### src/rtl/qspi_flash_pkg.sv
// Shared opcodes, status masks and FSM state set for the QSPI flash
// quad-enable init sequencer.
package qspi_flash_pkg;

   localparam logic [7:0] OP_WREN   = 8'h06;
   localparam logic [7:0] OP_WRSR2  = 8'h31;
   localparam logic [7:0] OP_RDSR1  = 8'h05;
   localparam logic [7:0] OP_RDSR2  = 8'h35;
   localparam logic [7:0] QE_MASK   = 8'h02;
   localparam logic [7:0] BUSY_MASK = 8'h01;

   typedef enum logic [2:0] {
      ST_IDLE,
      ST_WREN,
      ST_GAP,
      ST_WRSR2,
      ST_POLL_BUSY,
      ST_VERIFY,
      ST_DONE,
      ST_ERROR
   } state_e;

   // Opcode that opens the frame of a command state
   function automatic logic [7:0] cmd_opcode(state_e s);
      logic [7:0] op;
      unique case (s)
         ST_WRSR2:     op = OP_WRSR2;
         ST_POLL_BUSY: op = OP_RDSR1;
         ST_VERIFY:    op = OP_RDSR2;
         default:      op = OP_WREN;
      endcase
      return op;
   endfunction

endpackage

### src/rtl/qspi_byte_shifter.sv
// One-byte SPI mode-0 shifter: drives CLOCK, shifts IO0 out MSB first,
// samples IO1 on each rising CLOCK edge; back-to-back loads keep CS low.
module qspi_byte_shifter
   import qspi_flash_pkg::*;
(
   input  logic       ACLK,
   input  logic       ARESETn,
   input  logic       load,
   input  logic [7:0] tx_data,
   input  logic       tx_oe,
   input  logic       io1_in,
   output logic       active,
   output logic       sclk,
   output logic       io0_out,
   output logic       io0_oe,
   output logic       byte_done,
   output logic [7:0] rx_data
);

   logic       act_q, act_d;
   logic       clk_q, clk_d;
   logic       oe_q, oe_d;
   logic [7:0] sh_q, sh_d;
   logic [7:0] rx_q, rx_d;
   logic [2:0] bit_q, bit_d;
   logic       take;

   always_comb begin
      act_d     = act_q;
      clk_d     = clk_q;
      oe_d      = oe_q;
      sh_d      = sh_q;
      rx_d      = rx_q;
      bit_d     = bit_q;
      byte_done = act_q & clk_q & (bit_q == 3'd7);
      take      = load & (~act_q | byte_done);
      if (act_q && !clk_q) begin
         clk_d = 1'b1;
         rx_d  = {rx_q[6:0], io1_in};
      end else if (act_q && clk_q) begin
         clk_d = 1'b0;
         sh_d  = {sh_q[6:0], 1'b0};
         bit_d = bit_q + 3'd1;
         if (bit_q == 3'd7) begin
            act_d = 1'b0;
            oe_d  = 1'b0;
         end
      end
      // A reload on the last falling edge continues the same CS frame
      if (take) begin
         act_d = 1'b1;
         clk_d = 1'b0;
         sh_d  = tx_data;
         oe_d  = tx_oe;
         bit_d = 3'd0;
      end
   end

   always_ff @(posedge ACLK or negedge ARESETn) begin
      if (!ARESETn) begin
         act_q <= 1'b0;
         clk_q <= 1'b0;
         oe_q  <= 1'b0;
         sh_q  <= 8'h00;
         rx_q  <= 8'h00;
         bit_q <= 3'd0;
      end else begin
         act_q <= act_d;
         clk_q <= clk_d;
         oe_q  <= oe_d;
         sh_q  <= sh_d;
         rx_q  <= rx_d;
         bit_q <= bit_d;
      end
   end

   assign active  = act_q;
   assign sclk    = clk_q;
   assign io0_oe  = oe_q;
   assign io0_out = oe_q & sh_q[7];
   assign rx_data = rx_q;

endmodule

### src/rtl/qspi_flash_init.sv
// QSPI flash quad-enable init: WREN, WRSR2(QE), poll BUSY, then hand pins over.
// Define QSPI_INIT_VERIFY_EN to read SR2 back and check QE before DONE.
module qspi_flash_init
   import qspi_flash_pkg::*;
#(
   parameter int CS_GAP   = 4,
   parameter int MAX_POLL = 255
) (
   input  logic ACLK,
   input  logic ARESETn,
   input  logic start,
   output logic done,
   output logic error,
   output logic busy,
   output logic CS,
   output logic CLOCK,
   output logic io0_out,
   output logic io0_oe,
   input  logic io1_in,
   output logic spi_owner
);

   localparam logic [7:0] GAP_LAST = 8'(CS_GAP - 1);
   localparam logic [7:0] POLL_LIM = 8'(MAX_POLL);

   state_e     state_q, state_d;
   state_e     nxt_q, nxt_d;
   logic [7:0] gap_q, gap_d;
   logic [7:0] poll_q, poll_d;
   logic       byte_q, byte_d;

   logic       load;
   logic [7:0] tx_data;
   logic       tx_oe;
   logic       active;
   logic       byte_done;
   logic [7:0] rx_data;
   logic       sr_busy;
   logic [7:0] poll_inc;

   qspi_byte_shifter u_shift (
      .ACLK      (ACLK),
      .ARESETn   (ARESETn),
      .load      (load),
      .tx_data   (tx_data),
      .tx_oe     (tx_oe),
      .io1_in    (io1_in),
      .active    (active),
      .sclk      (CLOCK),
      .io0_out   (io0_out),
      .io0_oe    (io0_oe),
      .byte_done (byte_done),
      .rx_data   (rx_data)
   );

   assign sr_busy  = |(rx_data & BUSY_MASK);
   assign poll_inc = (poll_q == 8'hFF) ? poll_q : poll_q + 8'd1;

`ifdef QSPI_INIT_VERIFY_EN
   logic qe_ok;
   assign qe_ok = |(rx_data & QE_MASK);
`endif

   always_comb begin
      state_d = state_q;
      nxt_d   = nxt_q;
      gap_d   = gap_q;
      poll_d  = poll_q;
      byte_d  = byte_q;
      load    = 1'b0;
      tx_data = 8'h00;
      tx_oe   = 1'b0;
      unique case (state_q)
         ST_IDLE: begin
            if (start) begin
               load    = 1'b1;
               tx_data = OP_WREN;
               tx_oe   = 1'b1;
               state_d = ST_WREN;
            end
         end
         ST_WREN: begin
            if (byte_done) begin
               state_d = ST_GAP;
               nxt_d   = ST_WRSR2;
               gap_d   = 8'd0;
            end
         end
         ST_GAP: begin
            // Load on the last high cycle so CS stays high exactly CS_GAP
            if (gap_q == GAP_LAST) begin
               load    = 1'b1;
               tx_data = cmd_opcode(nxt_q);
               tx_oe   = 1'b1;
               state_d = nxt_q;
               byte_d  = 1'b0;
               poll_d  = 8'd0;
            end else begin
               gap_d = gap_q + 8'd1;
            end
         end
         ST_WRSR2: begin
            if (byte_done) begin
               if (!byte_q) begin
                  load    = 1'b1;
                  tx_data = QE_MASK;
                  tx_oe   = 1'b1;
                  byte_d  = 1'b1;
               end else begin
                  state_d = ST_GAP;
                  nxt_d   = ST_POLL_BUSY;
                  gap_d   = 8'd0;
               end
            end
         end
         ST_POLL_BUSY: begin
            if (byte_done) begin
               if (!byte_q) begin
                  load   = 1'b1;
                  byte_d = 1'b1;
               end else if (!sr_busy) begin
`ifdef QSPI_INIT_VERIFY_EN
                  state_d = ST_GAP;
                  nxt_d   = ST_VERIFY;
                  gap_d   = 8'd0;
`else
                  state_d = ST_DONE;
`endif
               end else begin
                  poll_d = poll_inc;
                  if (poll_inc == POLL_LIM) begin
                     state_d = ST_ERROR;
                  end else begin
                     load = 1'b1;
                  end
               end
            end
         end
`ifdef QSPI_INIT_VERIFY_EN
         ST_VERIFY: begin
            if (byte_done) begin
               if (!byte_q) begin
                  load   = 1'b1;
                  byte_d = 1'b1;
               end else begin
                  state_d = qe_ok ? ST_DONE : ST_ERROR;
               end
            end
         end
`endif
         ST_DONE:  state_d = ST_DONE;
         ST_ERROR: state_d = ST_ERROR;
         default:  state_d = ST_IDLE;
      endcase
   end

   always_ff @(posedge ACLK or negedge ARESETn) begin
      if (!ARESETn) begin
         state_q <= ST_IDLE;
         nxt_q   <= ST_IDLE;
         gap_q   <= 8'd0;
         poll_q  <= 8'd0;
         byte_q  <= 1'b0;
      end else begin
         state_q <= state_d;
         nxt_q   <= nxt_d;
         gap_q   <= gap_d;
         poll_q  <= poll_d;
         byte_q  <= byte_d;
      end
   end

   assign CS        = ~active;
   assign done      = (state_q == ST_DONE);
   assign error     = (state_q == ST_ERROR);
   assign busy      = ~(state_q == ST_IDLE || state_q == ST_DONE
                        || state_q == ST_ERROR);
   assign spi_owner = done;

endmodule

### config.mk
export PLATFORM = sky130hd
export DESIGN_NAME = qspi_flash_init
export DESIGN_NICKNAME = d
export VERILOG_FILES = /design/src/rtl/qspi_flash_pkg.sv /design/src/rtl/qspi_byte_shifter.sv /design/src/rtl/qspi_flash_init.sv
export SDC_FILE = /design/constraint.sdc
export NUM_CORES = 1
export LEC_CHECK = 0
export CORE_ASPECT_RATIO = 0.8
export CORE_MARGIN = 2
export CORE_UTILIZATION = 61
export DETAILED_ROUTE_END_ITERATION = 16
export PLACE_DENSITY = 0.79
export SETUP_SLACK_MARGIN = 0.5
export SLEW_MARGIN = 10
export SYNTH_ARGS = -nofsm -noshare
export SYNTH_HDL_FRONTEND = slang
export SYNTH_HIERARCHICAL = 1
export SYNTH_SLANG_ARGS = --single-unit
### constraint.sdc
create_clock -name ACLK -period 3.5 [get_ports ACLK]
set_input_delay 0.35 -clock ACLK [delete_from_list [all_inputs] [get_ports ACLK]]
set_output_delay 0.35 -clock ACLK [all_outputs]
set_load 0.005 [all_outputs]
# ---- Word level (Yosys, flattened, before mapping)
# Cells that the tools add are included.
dict set report totals {
  reg_bits 38
  word_cells 125
  out_inout_bits 8
}
dict set report op_classes {
  n_reduce_logical 21
  n_bitwise 7
  addsub 3
  mux 58
  n_eq_ne 25
}
# op count
set op_table {}
lappend op_table {{$mux W8} 12}
lappend op_table {{$mux W3} 16}
lappend op_table {{$pmux W6 S3} 2}
lappend op_table {{$pmux W8 S3} 1}
lappend op_table {{$pmux W3 S7} 1}
lappend op_table {{$eq A3 B3 Y1 const B} 6}
lappend op_table {{$mux W1} 18}
lappend op_table {{$add A8 B1 Y8 const B} 2}
lappend op_table {{$eq A8 B8 Y1 const B} 2}
lappend op_table {{$ne A2 B2 Y1 const B} 8}
lappend op_table {{$pmux W8 S2} 1}
lappend op_table {{$reduce_and A5 Y1} 2}
lappend op_table {{$reduce_bool A2 Y1} 5}
lappend op_table {{$eq A3 B2 Y1 const B} 3}
lappend op_table {{$eq A8 B2 Y1 const B} 1}
lappend op_table {{$reduce_and A8 Y1} 1}
lappend op_table {{$mux W6} 1}
lappend op_table {{$ne A2 B1 Y1 const B} 3}
lappend op_table {{$pmux W3 S2} 1}
lappend op_table {{$reduce_and A3 Y1} 2}
lappend op_table {{$reduce_bool A3 Y1} 2}
lappend op_table {{$and A1 B1 Y1} 4}
lappend op_table {{$mux W2} 2}
lappend op_table {{$pmux W1 S4} 1}
lappend op_table {{other kinds (14)} 17}

# ---- Logic depth before layout (Yosys ltp)
dict set report depth {
  ltp_word 11
  depth_mapped 14
}

# ---- Modules after synthesis
# The synthesis kept the hierarchy.
# mod cells_per_inst seq_area_each_um2 area_per_inst_um2 n_inst
set by_module_without_submodules {}
lappend by_module_without_submodules {qspi_flash_init 192 550.5 1615.3 1}
lappend by_module_without_submodules {qspi_byte_shifter 107 550.5 1234.9 1}

# ---- Least setup slack after synthesis
# No wires, ideal clock.
dict set report synth_timing {
  path_kind {flip-flop to flip-flop}
  start {register u_shift.bit_q[0]}
  end {register u_shift.sh_q[1]}
  path_buffers 3
  required_time_ps 3364
  setup_ps 136
  synth_period_minus_slack_ps 2559
  slack_ps 941
  stages_incl_launch_ff 15
  t_arrival_ps 2422
  path_cell_list {dfrtp_1 -> ha_1 -> ha_1 -> and3_1 -> clkbuf_1 -> nand4b_1 -> a21o_1 -> nand3_1 -> nor4_1 -> nor2_1 -> buf_2 -> buf_6 -> nand2_2 -> mux2i_1 -> a21oi_1}
}
dict set report synth_via {
  elab_chain_len 7
}
# element line
set synth_rtl {}
lappend synth_rtl {{start: declaration} qspi_byte_shifter.sv:25} ;# logic [2:0] bit_q, bit_d;
lappend synth_rtl {{start signal: assignment} qspi_byte_shifter.sv:73} ;# bit_q <= bit_d;
lappend synth_rtl {{$eq A3 B3 Y1 (*)} qspi_byte_shifter.sv:35} ;# byte_done = act_q & clk_q & (bit_q == 3'd7);
lappend synth_rtl {{$and A1 B1 Y1 (*)} qspi_byte_shifter.sv:35}
lappend synth_rtl {{named net byte_done} qspi_flash_init.sv:36} ;# logic byte_done;
lappend synth_rtl {{$mux W1, on equally long branches} {qspi_flash_init.sv:117, qspi_flash_init.sv:103}}
lappend synth_rtl {{$pmux W1 S4 (*)} qspi_flash_init.sv:73} ;# unique case (state_q)
lappend synth_rtl {{named net load} qspi_flash_init.sv:32} ;# logic load;
lappend synth_rtl {{$and A1 B1 Y1 (*)} qspi_byte_shifter.sv:36} ;# take = load & (~act_q | byte_done);
lappend synth_rtl {{$ne A2 B1 Y1 (no source line) or $reduce_bool A2 Y1 (tied branches)} --}
lappend synth_rtl {{$reduce_and A2 Y1 (no source line)} --}
lappend synth_rtl {{end signal: assignment} qspi_byte_shifter.sv:64} ;# sh_q <= 8'h00;
lappend synth_rtl {{end signal: assignment} qspi_byte_shifter.sv:71} ;# sh_q <= sh_d;
lappend synth_rtl {{end: declaration} qspi_byte_shifter.sv:23} ;# logic [7:0] sh_q, sh_d;
# The timed path passes the listed nets; every way through them passes the cells marked *.
# A chain may end at the register's enable or synchronous reset.

# ---- Final worst setup path
dict set report layout_timing {
  start {register poll_q[1]}
  end {register u_shift.sh_q[2]}
}
dict set report layout_via {
  elab_chain_len 11
}
# element line
set layout_rtl {}
lappend layout_rtl {{start: declaration} qspi_flash_init.sv:29} ;# logic [7:0] poll_q, poll_d;
lappend layout_rtl {{start signal: assignment} qspi_flash_init.sv:168} ;# poll_q <= poll_d;
lappend layout_rtl {{$add A8 B1 Y8 or $eq A8 B8 Y1 (tied branches)} qspi_flash_init.sv:57} ;# assign poll_inc = (poll_q == 8'hFF) ? poll_q : poll_q + 8'd1;
lappend layout_rtl {{$mux W8 (*)} qspi_flash_init.sv:57}
lappend layout_rtl {{$eq A8 B8 Y1 (*)} qspi_flash_init.sv:131} ;# if (poll_inc == POLL_LIM) begin
lappend layout_rtl {{$mux W1 (*)} qspi_flash_init.sv:131}
lappend layout_rtl {{$mux W1 (*)} qspi_flash_init.sv:121} ;# end else if (!sr_busy) begin
lappend layout_rtl {{$mux W1 (*)} qspi_flash_init.sv:118} ;# if (!byte_q) begin
lappend layout_rtl {{$mux W1 (*)} qspi_flash_init.sv:117} ;# if (byte_done) begin
lappend layout_rtl {{$pmux W1 S4 (*)} qspi_flash_init.sv:73}
lappend layout_rtl {{named net load} qspi_flash_init.sv:32}
lappend layout_rtl {{$and A1 B1 Y1 (*)} qspi_byte_shifter.sv:36}
lappend layout_rtl {{$ne A2 B1 Y1 (no source line) or $reduce_bool A2 Y1 (tied branches)} --}
lappend layout_rtl {{$reduce_and A2 Y1 (no source line)} --}
# Marks and branches as above.

==> reports/qor.log <==
INFO  place          buffer_ports.inserted=11
INFO  global_route   grt_pass1_vias=1,779
INFO  timing         setup-violations-final=0
INFO  critical_path  crit_type=flip-flop to flip-flop
INFO  drt            route.vias.total=2,090
INFO  drt            drt.antenna.violating_nets=0
INFO  outcome        outcome=complete, no violations
INFO  final_layout   area_growth=6.95%
INFO  drt            drt_pass1_iterations=4
INFO  timing         report.final.hold_viol_count=0
INFO  clock_network  clkTransAtPathRegs=0.07ns
INFO  critical_path  slowest_delay=0.48ns
INFO  timing         clock_skew=0.00708ns
INFO  power          static-leakage-power=0.00121uW
INFO  timing         unrepaired_setup_endpoints_after_global_routing=false
INFO  die            core_area=4130um2
INFO  timing         slew_violations=0
INFO  drt            drc=0
INFO  global_route   wire_length_of_the_first_global_routing_pass=8780um
INFO  final_layout   final_layout_size_suffix_gt1_share=13.8%
INFO  synthesis      synth_cells=285
INFO  power          power.ir.vdd_worst=0.456mV
INFO  timing         period_share=79.1%
INFO  clock_network  cts_made_buffers=5
INFO  drt            routedWlPerCell=14.6um
INFO  critical_path  worstSetupStartpoint=poll_q[1]$_DFFE_PN0P_
INFO  critical_path  crit_fanout=9
INFO  clock_network  postCtsHoldBufs=0
INFO  critical_path  count_of_cell_instances_traversed_by_the_critical_path=10
INFO  critical_path  cp_top_family=compound AO/OA/AOI/OAI gates
INFO  timing         tns=0ns
INFO  place          place_hpwl=3500um
INFO  clock_network  cts.repair_timing.setup_buffer_count=0
INFO  synthesis      yosys_warnings=6
INFO  critical_path  rr_endpoint=u_shift/sh_q[2]$_DFFE_PN0P_
INFO  timing         worst_slew_pin_slew=0.820ns
INFO  place          dp_slack=0.460ns
INFO  timing         worst_slack=0.733ns
INFO  clock_network  clock_sinks=37
INFO  power          power_density=659nW/um2
INFO  final_layout   antennaDiodeCount=0
INFO  global_route   grt.total_usage=22.9%
INFO  flow_run       max_cap_violations=0
INFO  critical_path  cp-start-kind=flip-flop
INFO  critical_path  required=3.68ns
INFO  die            chipHeight=62.3um
INFO  clock_network  root_buffer=sky130_fd_sc_hd__clkbuf_8
INFO  critical_path  crit_buf_inv=1
INFO  timing         hold_ws=0.138ns
INFO  timing         relative_slew_margins=45.3%
INFO  die            die_x=76.9um
INFO  drt            drt_first_iter_violations=142
INFO  critical_path  slowest_stage=sky130_fd_sc_hd__dfrtp_1
INFO  die            placement_row_count=21
INFO  final_layout   seqCellArea=927um2
INFO  clock_network  clk_path_buf_depth=2
INFO  worst_hold_path hold_path.class=primary input to async pin
INFO  place          gpl.final_weighted_congestion=0.833
INFO  timing         min_period=2.77ns
INFO  drt            drt-total-wl=5070um
INFO  timing         clock.fmax=361MHz
INFO  global_route   grt_overflow=0
INFO  global_route   grt_start_max_net_pins=38
INFO  synthesis      synthesis.area_per_instance=9.10um2
INFO  critical_path  rrSetupSlack=0.73ns
INFO  critical_path  crit_chain=ha_2 > nand2_1 > o2111a_1 > a211oi_2 > nor4_1 > nor2_2 > buf_4 > mux2_2 > o22ai_1 > a21oi_1
INFO  critical_path  endpoint=u_shift/sh_q[2]$_DFFE_PN0P_
INFO  critical_path  cells_on_worst_reg2reg_path=10
INFO  clock_network  tritoncts=yes
INFO  die            floorplan.initialDensity=62.8%
INFO  critical_path  kind_of_end_point_of_the_critical_path=flip-flop
INFO  clock_network  h-tree-depth=2
INFO  clock_network  insertion_delay=0.30ns
INFO  final_layout   num-fill-cells=370
INFO  synthesis      mappedNetlistArea=2590um2
INFO  global_route   grt_antenna_before_repair=0
INFO  final_layout   multi_input_area=1500um2
INFO  final_layout   nets=299
INFO  critical_path  timing.rr.start=poll_q[1]$_DFFE_PN0P_
INFO  die            die_area=4790um2
INFO  die            top_level_ports=12
INFO  critical_path  data_arrival_critical_path=2.95ns
INFO  drt            vias_per_cell=6.02
[sequential cells by signal (all words and copies together), names as in the netlist]
register and cells:
u_shift/sclk 1, u_shift/rx_data 1, nxt_q 2, state_q 3, u_shift/sh_q 8, u_shift/bit_q 3
gap_q 8, byte_q 1, u_shift/active 1, poll_q 8, u_shift/io0_oe 1
[how the worst min path moves through the flow]
stage	endpoint	slack (ns)	depth (start not counted)
final	u_shift/bit_q[2]$_DFFE_PN0P_	0.14	1
after global routing	u_shift/active$_DFFE_PN0P_	0.22	1
after CTS	u_shift/bit_q[0]$_DFFE_PN0P_	0.16	1
after detailed placement	nxt_q[2]$_DFFE_PN0P_	0.49	1
after global placement	u_shift/sh_q[3]$_DFFE_PN0P_	0.50	1
after floorplan	byte_q$_DFFE_PN0P_	0.05	0
[per-stage QoR]
step                      total power (uW)  util (%)  area [um2]  cells
after floorplan                       1370         -        2610    290
after global placement                1500      64.8        2670    339
after detailed placement              1520      64.8        2670    339
after CTS                             1820      66.9        2760    347
after global routing                  1970      67.2        2770    347
final                                 1830      67.2        2770    347
[timing repair]
item,in CTS,in global routing
gates resized for setup,1,5
hold endpoints to repair,0,0
gates cloned,0,0
endpoints found under the setup margin,5,9
[metal layers]
metal	global-route usage, %	vias up	wire length (um)
met5	0	-	0
met1	36.2	989	2650
li1	-	1041	-
met4	9.77	0	87
met3	4.80	7	248
met2	29.7	53	2080
[worst reg2reg max path: cells and delay by family, from the launching register on]
family	cells	cell delay, ns
simple gates	3	0.56
fa+ha+maj	1	0.29
mux	1	0.34
compound gates	4	0.73
buf+inv	1	0.23
flops	1	0.48
[placed cells by master, fill, tap and decap left out, types with 8 or more instances in the layout]
| master | n |
|---|---|
| sky130_fd_sc_hd__mux2_2 | 12 |
| sky130_fd_sc_hd__dfrtp_1 | 36 |
| sky130_fd_sc_hd__nand2b_1 | 8 |
| sky130_fd_sc_hd__o22ai_1 | 11 |
| sky130_fd_sc_hd__mux2i_1 | 11 |
| sky130_fd_sc_hd__inv_1 | 12 |
| sky130_fd_sc_hd__nand3_1 | 8 |
| sky130_fd_sc_hd__a21oi_1 | 22 |
| sky130_fd_sc_hd__clkdlybuf4s50_1 | 10 |
| sky130_fd_sc_hd__o21ai_0 | 11 |
| sky130_fd_sc_hd__nor2_1 | 17 |
| sky130_fd_sc_hd__nand2_1 | 19 |
[report_power, final]
| part | internal, uW | switching [uW] |
|---|---|---|
| Combinational | 419 | 409 |
| Clock | 137 | 165 |
| Sequential | 548 | 150 |
[layout make-up]
| cell class | count | area share, % |
|---|---|---|
| multi-input cells | 217 | 54.1 |
| clock buffers | 5 | 2.48 |
| flip-flops and latches | 37 | 33.4 |
| repair buffers | 16 | 5.14 |
| inverters | 12 | 1.62 |
| clock inverters | 3 | 0.632 |
| well taps | 57 | 2.57 |
Note: power is estimated with default switching activity, not from simulation.
